[src/rtl/pc_pkg.sv]
// Shared constants and operation select for the program-counter sequencer.
// Default sizes plus the priority-decoder helper.
package pc_pkg;

    localparam int AW_DEF       = 8;
    localparam int DEPTH_DEF    = 4;
    localparam int RST_ADDR_DEF = 0;

    typedef enum logic [2:0] {
        OP_HOLD   = 3'd0,
        OP_INC    = 3'd1,
        OP_BRANCH = 3'd2,
        OP_CALL   = 3'd3,
        OP_RET    = 3'd4
    } op_e;

    // RET > CALL > BRANCH > INC > hold; reset is handled by the caller.
    function automatic op_e decode_op(
        input logic inc,
        input logic branch,
        input logic call,
        input logic ret
    );
        op_e op;
        op = OP_HOLD;
        if (ret) begin
            op = OP_RET;
        end else if (call) begin
            op = OP_CALL;
        end else if (branch) begin
            op = OP_BRANCH;
        end else if (inc) begin
            op = OP_INC;
        end
        return op;
    endfunction

endpackage

[src/rtl/pc_seq_if.sv]
// Request/status bundle between a sequencer client and pc_seq.
// The client drives the requests, the sequencer drives address and stack status.
interface pc_seq_if
    import pc_pkg::*;
#(
    parameter int AW    = AW_DEF,
    parameter int DEPTH = DEPTH_DEF
);

    localparam int SPW = $clog2(DEPTH + 1);

    logic          INC;
    logic          BRANCH;
    logic          CALL;
    logic          RET;
    logic [AW-1:0] addr_in;

    logic [AW-1:0]  addr_out;
    logic [SPW-1:0] sp;
    logic           stk_full;
    logic           stk_empty;
    logic           stk_err;

    modport master (
        output INC, BRANCH, CALL, RET, addr_in,
        input  addr_out, sp, stk_full, stk_empty, stk_err
    );

    modport slave (
        input  INC, BRANCH, CALL, RET, addr_in,
        output addr_out, sp, stk_full, stk_empty, stk_err
    );

endinterface

[src/rtl/ras_lifo.sv]
// Return-address stack: entry storage, entry count and full/empty flags.
// Flags are registered from the next count so they never lag sp.
module ras_lifo #(
    parameter int AW    = 8,
    parameter int DEPTH = 4,
    localparam int SPW  = $clog2(DEPTH + 1),
    localparam int IW   = (DEPTH > 1) ? $clog2(DEPTH) : 1
) (
    input  logic           clk,
    input  logic           rst,
    input  logic           push,
    input  logic           pop,
    input  logic [AW-1:0]  push_data,
    output logic [AW-1:0]  top_data,
    output logic [SPW-1:0] sp,
    output logic           full,
    output logic           empty
);

    logic [AW-1:0]  mem_q [DEPTH];
    logic [SPW-1:0] sp_q;
    logic [SPW-1:0] sp_d;
    logic [SPW-1:0] sp_m1;
    logic           full_q;
    logic           full_d;
    logic           empty_q;
    logic           empty_d;
    logic [IW-1:0]  wr_idx;
    logic [IW-1:0]  rd_idx;
    logic           do_push;
    logic           do_pop;

    // Next count and flags; pop wins if both are ever requested together.
    always_comb begin
        sp_m1   = sp_q - SPW'(1);
        wr_idx  = sp_q[IW-1:0];
        rd_idx  = sp_m1[IW-1:0];
        do_pop  = pop && !empty_q;
        do_push = push && !full_q && !do_pop;
        sp_d    = sp_q;
        if (rst) begin
            sp_d = '0;
        end else if (do_pop) begin
            sp_d = sp_m1;
        end else if (do_push) begin
            sp_d = sp_q + SPW'(1);
        end
        full_d  = (sp_d == SPW'(DEPTH));
        empty_d = (sp_d == '0);
    end

    // Count and flag registers.
    always_ff @(posedge clk) begin
        sp_q    <= sp_d;
        full_q  <= full_d;
        empty_q <= empty_d;
    end

    // Entry storage is never cleared; it is unreachable once sp is zero.
    always_ff @(posedge clk) begin
        if (do_push && !rst) begin
            mem_q[wr_idx] <= push_data;
        end
    end

    assign top_data = mem_q[rd_idx];
    assign sp       = sp_q;
    assign full     = full_q;
    assign empty    = empty_q;

endmodule

[src/rtl/pc_seq.sv]
// Program-counter sequencer with increment, branch, call and return.
// Owns the priority decode, the address register and the sticky error flag.
module pc_seq
    import pc_pkg::*;
#(
    parameter int            AW       = AW_DEF,
    parameter int            DEPTH    = DEPTH_DEF,
    parameter logic [AW-1:0] RST_ADDR = AW'(RST_ADDR_DEF)
) (
    input  logic    clk,
    input  logic    RST,
    pc_seq_if.slave bus
);

    localparam int SPW = $clog2(DEPTH + 1);

    op_e            op;
    logic [AW-1:0]  addr_q;
    logic [AW-1:0]  addr_d;
    logic [AW-1:0]  addr_inc;
    logic           err_q;
    logic           err_d;
    logic           push;
    logic           pop;
    logic [AW-1:0]  top_data;
    logic [SPW-1:0] sp;
    logic           full;
    logic           empty;

    // Select one operation and work out the next address and error state.
    always_comb begin
        op       = decode_op(bus.INC, bus.BRANCH, bus.CALL, bus.RET);
        addr_inc = addr_q + AW'(1);
        addr_d   = addr_q;
        err_d    = err_q;
        push     = 1'b0;
        pop      = 1'b0;
        unique case (op)
            OP_INC: begin
                addr_d = addr_inc;
            end
            OP_BRANCH: begin
                addr_d = bus.addr_in;
            end
            OP_CALL: begin
                if (full) begin
                    err_d = 1'b1;
                end else begin
                    push   = 1'b1;
                    addr_d = bus.addr_in;
                end
            end
            OP_RET: begin
                if (empty) begin
                    err_d = 1'b1;
                end else begin
                    pop    = 1'b1;
                    addr_d = top_data;
                end
            end
            default: begin
                addr_d = addr_q;
            end
        endcase
        if (RST) begin
            push = 1'b0;
            pop  = 1'b0;
        end
    end

    // Address and sticky error registers; reset overrides everything.
    always_ff @(posedge clk) begin
        if (RST) begin
            addr_q <= RST_ADDR;
            err_q  <= 1'b0;
        end else begin
            addr_q <= addr_d;
            err_q  <= err_d;
        end
    end

    ras_lifo #(
        .AW    (AW),
        .DEPTH (DEPTH)
    ) u_ras (
        .clk       (clk),
        .rst       (RST),
        .push      (push),
        .pop       (pop),
        .push_data (addr_inc),
        .top_data  (top_data),
        .sp        (sp),
        .full      (full),
        .empty     (empty)
    );

    assign bus.addr_out  = addr_q;
    assign bus.sp        = sp;
    assign bus.stk_full  = full;
    assign bus.stk_empty = empty;
    assign bus.stk_err   = err_q;

endmodule

[src/flat_wrapper.sv]
// flat-port wrapper written by rule: the top's interface ports become plain ports
module pc_seq_flat import pc_pkg::*;
#(
    parameter int            AW       = AW_DEF,
    parameter int            DEPTH    = DEPTH_DEF,
    parameter logic [AW-1:0] RST_ADDR = AW'(RST_ADDR_DEF)
)
  (clk, RST, bus_INC, bus_BRANCH, bus_CALL, bus_RET, bus_addr_in, bus_addr_out, bus_sp, bus_stk_full, bus_stk_empty, bus_stk_err);
  pc_seq_if #(.AW(AW), .DEPTH(DEPTH)) bus_i ();
  input  logic clk;
  input  logic RST;
  input wire logic [$bits(bus_i.INC)-1:0] bus_INC;
  input wire logic [$bits(bus_i.BRANCH)-1:0] bus_BRANCH;
  input wire logic [$bits(bus_i.CALL)-1:0] bus_CALL;
  input wire logic [$bits(bus_i.RET)-1:0] bus_RET;
  input wire logic [$bits(bus_i.addr_in)-1:0] bus_addr_in;
  output wire logic [$bits(bus_i.addr_out)-1:0] bus_addr_out;
  output wire logic [$bits(bus_i.sp)-1:0] bus_sp;
  output wire logic [$bits(bus_i.stk_full)-1:0] bus_stk_full;
  output wire logic [$bits(bus_i.stk_empty)-1:0] bus_stk_empty;
  output wire logic [$bits(bus_i.stk_err)-1:0] bus_stk_err;
  assign bus_i.INC = bus_INC;
  assign bus_i.BRANCH = bus_BRANCH;
  assign bus_i.CALL = bus_CALL;
  assign bus_i.RET = bus_RET;
  assign bus_i.addr_in = bus_addr_in;
  assign bus_addr_out = bus_i.addr_out;
  assign bus_sp = bus_i.sp;
  assign bus_stk_full = bus_i.stk_full;
  assign bus_stk_empty = bus_i.stk_empty;
  assign bus_stk_err = bus_i.stk_err;
  pc_seq #(.AW(AW), .DEPTH(DEPTH), .RST_ADDR(RST_ADDR)) u_core (.clk(clk), .RST(RST), .bus(bus_i));
endmodule
[config.mk]
export PLATFORM = sky130hd
export DESIGN_NAME = pc_seq_flat
export DESIGN_NICKNAME = d
export VERILOG_FILES = /design/src/rtl/pc_pkg.sv /design/src/rtl/pc_seq_if.sv /design/src/rtl/ras_lifo.sv /design/src/rtl/pc_seq.sv /design/src/flat_wrapper.sv
export SDC_FILE = /design/constraint.sdc
export NUM_CORES = 1
export LEC_CHECK = 0
export CORE_AREA = 2 2 80 82
export CTS_BUF_LIST = sky130_fd_sc_hd__clkbuf_4 sky130_fd_sc_hd__clkbuf_8
export DETAILED_ROUTE_END_ITERATION = 10
export DIE_AREA = 0 0 82 84
export SYNTH_ARGS = -nofsm -noshare
export SYNTH_HDL_FRONTEND = slang
export SYNTH_SLANG_ARGS = --single-unit
export TNS_END_PERCENT = 30
[constraint.sdc]
create_clock -name clk -period 2.2 [get_ports clk]
set_input_delay 0.33 -clock clk [delete_from_list [all_inputs] [get_ports clk]]
set_output_delay 0.33 -clock clk [all_outputs]
set_load 0.01 [all_outputs]
==> results of run 1 <==
==> worst paths after layout <==
path	endpoint	slack (ns)
setup / recovery	u_core.bus.addr_out[7]	0.37
hold reg to reg	u_core.bus.stk_err	0.48
setup reg to reg	u_core.bus.addr_out[7]	0.37
hold / removal	u_core.bus.stk_err	0.48
==> worst max-delay path: stages (launching register included) <==
cell	delay [ns]
dfxtp_1	0.33
inv_1	0.07
ha_1	0.60
mux4_2	0.40
a21oi_1	0.19
a311oi_1	0.10
==> through the flow <==
step / hold slack [ns] / std cells / setup WS (ns) / total power, mW / utilization
after floorplan: 0.405 / 161 / 0.266 / 1.76 / -
after global placement: 0.466 / 270 / 0.192 / 2.11 / 0.420
after detailed placement: 0.471 / 270 / 0.188 / 2.12 / 0.420
after CTS: 0.495 / 278 / 0.326 / 2.76 / 0.439
after global routing: 0.530 / 278 / 0.251 / 2.88 / 0.439
final: 0.483 / 278 / 0.368 / 2.73 / 0.439
==> cell families (layout without fill, tap and decap cells) <==
group                      count (synthesis)  in the layout
adders and majority gates                  5              5
and+or+nand+nor                           52             52
AOI/OAI and AO/OA                         32             32
muxes                                      9              9
buffers and inverters                     12             52
DFF                                       46             46
xor gates and xnor gates                   5              5
==> final cells by class <==
| class | count | area, sq um |
|---|---|---|
| Timing Repair Buffer | 38 | 353 |
| Clock buffer | 6 | 76.3 |
| Clock inverter | 2 | 37.5 |
| Multi-Input combinational cell | 103 | 847 |
| Fill cell | 565 | 3420 |
| Inverter | 6 | 22.5 |
| Sequential cell | 46 | 1240 |
| Tap cell | 77 | 96.3 |
==> sequential cells by signal, indices dropped and copies added (netlist names) <==
register,flops
u_core.u_ras.sp,3
u_core.bus.stk_err,1
u_core.bus.addr_out,8
u_core.u_ras.mem_q,32
u_core.u_ras.empty,1
u_core.u_ras.full,1
==> synthesized netlist by cell type, types with 2 or more instances <==
master and count:
nand3_1 4, nor3_1 4, inv_1 5, edfxtp_1 32, o211ai_1 4, o31a_1 2, mux4_2 8, ha_1 5
nor2_1 13, dfxtp_1 14, o32ai_1 2, a311oi_1 3, o21a_1 4, buf_4 2, xnor2_1 4, buf_6 2
o21ai_0 3, a21oi_1 3, and3_1 6, or2_1 3, a211oi_1 2, nand2_1 9
==> per-layer routing <==
metal | up-vias | share of wire
li1 | 697 | -
met1 | 709 | 0.48
met2 | 22 | 0.48
met3 | 5 | 0.029
met4 | 0 | 0.011
met5 | - | 0
==> power groups by stage <==
stage	clock network, mW	logic [mW]	registers [mW]
2_1_floorplan	0	0.568	1.19
3_3_place_gp	0	0.959	1.15
3_5_place_dp	0	0.963	1.16
4_1_cts	0.651	0.971	1.14
5_1_grt	0.683	1.04	1.15
6_report	0.639	0.956	1.13
==> impl_metrics.toml, run 1 <==
[clocking]
cts_root_buf = "clkbuf_8"
cts_buffers = 5
cts_sinks = 46
post_cts_buffers = 0
htreeDepth = 2
clk_pin_slew_ns = 0.09
clk_latency_ns = 0.30
holdBufCountCts = 0
cts.path.max_buffers = 2
cts_tree = "yes"
cts_resized = 0

[floorplanning]
rows = 29
dieHeight_um = 84
die-area_sq_um = 6890
initial_utilization = 0.354
die_w_um = 82
io_pins = 28
core_area_sq_um = 6100

[drt]
wirelength_um = 4640
num_vias = 1433
drt-vias-per-instance = 5.15
drcViolationCount = 0
postRouteAntennaNets = 0
initialDrtViolationCount = 98
post_drt_wl_per_cell_um = 16.7
dr.pass1.iters = 4

[critical_path]
path_class = "reg -> reg"
startpoint = "u_core.u_ras.sp[0]"
reg2reg_depth = 5
r2r-start = "u_core.u_ras.sp[0]"
cp-end-kind = "register"
cp.required_ns = 2.37
startpoint_type = "register"
path_max_fanout = 11
arrival_ns = 2.00

[grt]
grt_overflow = 0
use_met1 = 0.208
grt_first_pass_wirelength_um = 7560
use_met2 = 0.234
grt_pass1_vias = 1474
antenna_found_initial = 0
met3_usage = 0.0292
grt.busiest_layer = "met2"
grt_use_total = 0.148
grt_max_degree = 15

[finish]
area_delta_synth_final_pct = 24.0
final_common_cell = "edfxtp_1"
nets = 219
final_cell_mix = "edfxtp_1 (32), clkdlybuf4s50_1 (27), dfxtp_1 (14)"
diodes = 0
design_area_sq_um = 2670
layout-drive-gt1-share = 0.169

[power]
clkPwrFrac = 0.234
seqPwrFrac = 0.415
power_density_nw_per_um2 = 1020
p_comb_frac = 0.350
p_leak_nw = 0.936
power.switching_mw = 0.834
swShare = 0.306
peakVddDrop_mv = 0.417
cell_internal_pwr_mw = 1.90

[sta]
fin_crit_ns = 1.83
timing.setup.tns_ns = 0
drv_slew = 0
maxSlewHeadroom = 0.668
fin_crit_sh = 0.833
clock_skew_ns = 0.0105
hold_violations = 0
max_freq_mhz = 546
rsz0062_at_grt = "false"
setup_viol = 0
worst_slew_pin_slew_ns = 0.499

[logic_synthesis]
yosys.cell_types.count = 49
yosysTopAreaCell = "edfxtp_1"
synth_top_family_by_area = "simple AND/OR/NAND/NOR gates"
synth_xor_area_frac = 0.0203
synthAdderAreaFrac = 0.0290
ys_seq_area_frac = 0.575
yosys_warnings = 0
synth-compound-area-share = 0.117
avgSynthCellArea_sq_um = 13.4
synth_cells = 161
yosys.area_share.simple = 0.139
synth-seq-cells = 46
synthMuxAreaShare = 0.0882
synth_top_area_share = 0.445
ys_top_cells_by_area = "edfxtp_1 (45%), dfxtp_1 (13%), mux4_2 (8.4%)"
synthesis.nets = 180
async_reset_ff_frac = 0
synth_edf_count = 32
synthesis.area_sq_um = 2160
synthFlopType = "edfxtp_1"

[worst_hold_path]
min_from = "u_core.bus.stk_err"
holdPathStages = 2
hold_path.class = "reg -> reg"

[place]
post-dp-hpwl_um = 3360
gp_congestion = 0.763
placed_cell_area_sq_um = 2560
port_buffers = 27

[run_status]
status = "completed"

[job]
cap_violations = 0
Note: power is estimated with default switching activity, not from simulation.
==> run 2, diff against run 1 <==
Clock period 2.2 ns to 1.8 ns, I/O delays scaled along.
==> run 2 against run 1 <==
Worst hold slack improved by 0.030 ns. First-iteration DRC count increased by 14%. Cell count increased by 3.6%. Register-to-register slack got worse by 0.21 ns. Critical path depth decreased by 3. Combinational power increased by 31%. Clock skew decreased by 0.0067 ns. Critical path type is now reg -> out. Largest power group unchanged.
==> impl_metrics.toml, run 2 (synthesis results as in run 1) <==
[run_status]
status = "completed"

[place]
pre_cts_ws_ns = -0.0848
post-dp-hpwl_um = 3470
port_buffers = 27
gp_congestion = 0.822

[drt]
num_vias = 1488
postRouteAntennaNets = 0
drcViolationCount = 0
drt-vias-per-instance = 5.17
post_drt_wl_per_cell_um = 16.1
dr.pass1.iters = 4
wirelength_um = 4630
initialDrtViolationCount = 112

[grt]
grt_overflow = 0
antenna_found_initial = 0
grt_use_total = 0.144
grt_first_pass_wirelength_um = 7530
grt_max_degree = 16
grt_pass1_vias = 1448

[finish]
diodes = 0
largest_reg_flops = 32
area_delta_synth_final_pct = 28.2
layout-drive-gt1-share = 0.218
fillers = 578
final_cell_mix = "edfxtp_1 (32), clkdlybuf4s50_1 (27), buf_4 (20)"
regMostFlops = "u_core.u_ras.mem_q"
final_util = 0.454
nets = 229
final_common_cell = "edfxtp_1"

[sta]
drv_slew = 0
max_freq_mhz = 586
hold_violations = 0
setup_ws_ns = 0.0924
worst_slew_pin_slew_ns = 0.429
fin_crit_ns = 1.71
rsz0062_at_grt = "false"
maxSlewHeadroom = 0.714
clock_skew_ns = 0.00383
timing.setup.tns_ns = 0
fin_crit_sh = 0.949
setup_viol = 0

[floorplanning]
core_area_sq_um = 6100
die_w_um = 82
rows = 29
initial_utilization = 0.354
io_pins = 28
die-area_sq_um = 6890
dieHeight_um = 84

[critical_path]
critPathMaxStageDelay_ns = 0.57
reg2reg_depth = 6
path_class = "reg -> out"
rrSetupSlack_ns = 0.16
slowest_stage = "clkdlybuf4s50_1"
r2r-start = "u_core.u_ras.sp[0]"
arrival_ns = 1.44
startpoint_type = "register"
cp.required_ns = 1.53
path_max_fanout = 13
rr_endpoint = "u_core.bus.addr_out[2]"
critPathBufInv = 2
crit_family = "buffers and inverters"
path_cells = "buf_4, clkdlybuf4s50_1"
cp-end-kind = "output pin"

[clocking]
cts_sinks = 46
cts_buffers = 5
cts.path.max_buffers = 2
clk_latency_ns = 0.29
clk_pin_slew_ns = 0.09
cts_root_buf = "clkbuf_8"
post_cts_buffers = 0
holdBufCountCts = 0
htreeDepth = 2
cts_resized = 0
cts_tree = "yes"

[power]
power_density_nw_per_um2 = 1230
p_leak_nw = 0.993
peakVddDrop_mv = 0.482

[job]
cap_violations = 0

[worst_hold_path]
hold_path.class = "reg -> reg"
min_from = "u_core.bus.stk_err"
holdPathStages = 2
worstHoldEndpoint = "u_core.bus.stk_err"
## run 2: cell count changes in the layout (fill, tap and decap cells not counted), sizes merged
cell / previous run / this run
buf: 11 / 21
inv: 6 / 7
clkinv: 0 / 1
clkinvlp: 1 / 0
clkbuf: 6 / 5
## run 2: how the worst max path moves through the flow
| stage | start | endpoint | cells after the start |
|---|---|---|---|
| after floorplan | u_core.u_ras.sp[0] | u_core.bus.addr_out[2] | 8 |
| after global placement | bus_RET | u_core.bus.addr_out[7] | 5 |
| after detailed placement | bus_RET | u_core.bus.addr_out[7] | 5 |
| after CTS | u_core.u_ras.sp[0] | u_core.bus.addr_out[7] | 5 |
| after global routing | u_core.u_ras.sp[0] | bus_sp[0] | 2 |
| final | u_core.u_ras.sp[0] | bus_sp[0] | 2 |
## run 2: metal layers
metal	GRT usage	wire [um]	vias up
li1	-	-	716
met4	0.0409	35	0
met5	0	0	-
met2	0.213	2130	31
met3	0.0249	202	2
met1	0.217	2270	739
## run 2: report_power, final
group          internal, mW  leakage, nW  switching (mW)  total [mW]
Combinational         0.662        0.526           0.590        1.25
Clock                 0.416       0.0585           0.348       0.764
Sequential             1.30        0.409          0.0815        1.38
## run 2: stage by stage
stage	power, mW	cells	instance area, sq um	hold slack, ns
floorplan	2.17	161	2160	0.345
global placement	2.65	280	2650	0.450
detailed placement	2.66	280	2650	0.501
CTS	3.42	288	2760	0.525
global route	3.61	288	2770	0.563
finish	3.40	288	2770	0.513
## run 2: cell type report
cell class,count,area [sq um],area share
tap,77,96.3,0.0348
timing repair buffer,48,440,0.159
clock inverter,3,43.8,0.0158
clock buffer,5,68.8,0.0249
inverter,6,22.5,0.00814
sequential,46,1240,0.450
multi-input combinational,103,850,0.307
## run 2: worst min-delay path, delay by kind of cell, from the launching register on
family / cells / cell delay, ns
flip-flops: 1 / 0.34
AND/OR/NAND/NOR: 1 / 0.09
AO/OA/AOI/OAI: 1 / 0.04
==> run 3, diff against run 2 <==
Settings changed: CAP_MARGIN set to 20.
==> results of run 3 <==
No change in the layout: final DEF, timing and power equal those of run 2.
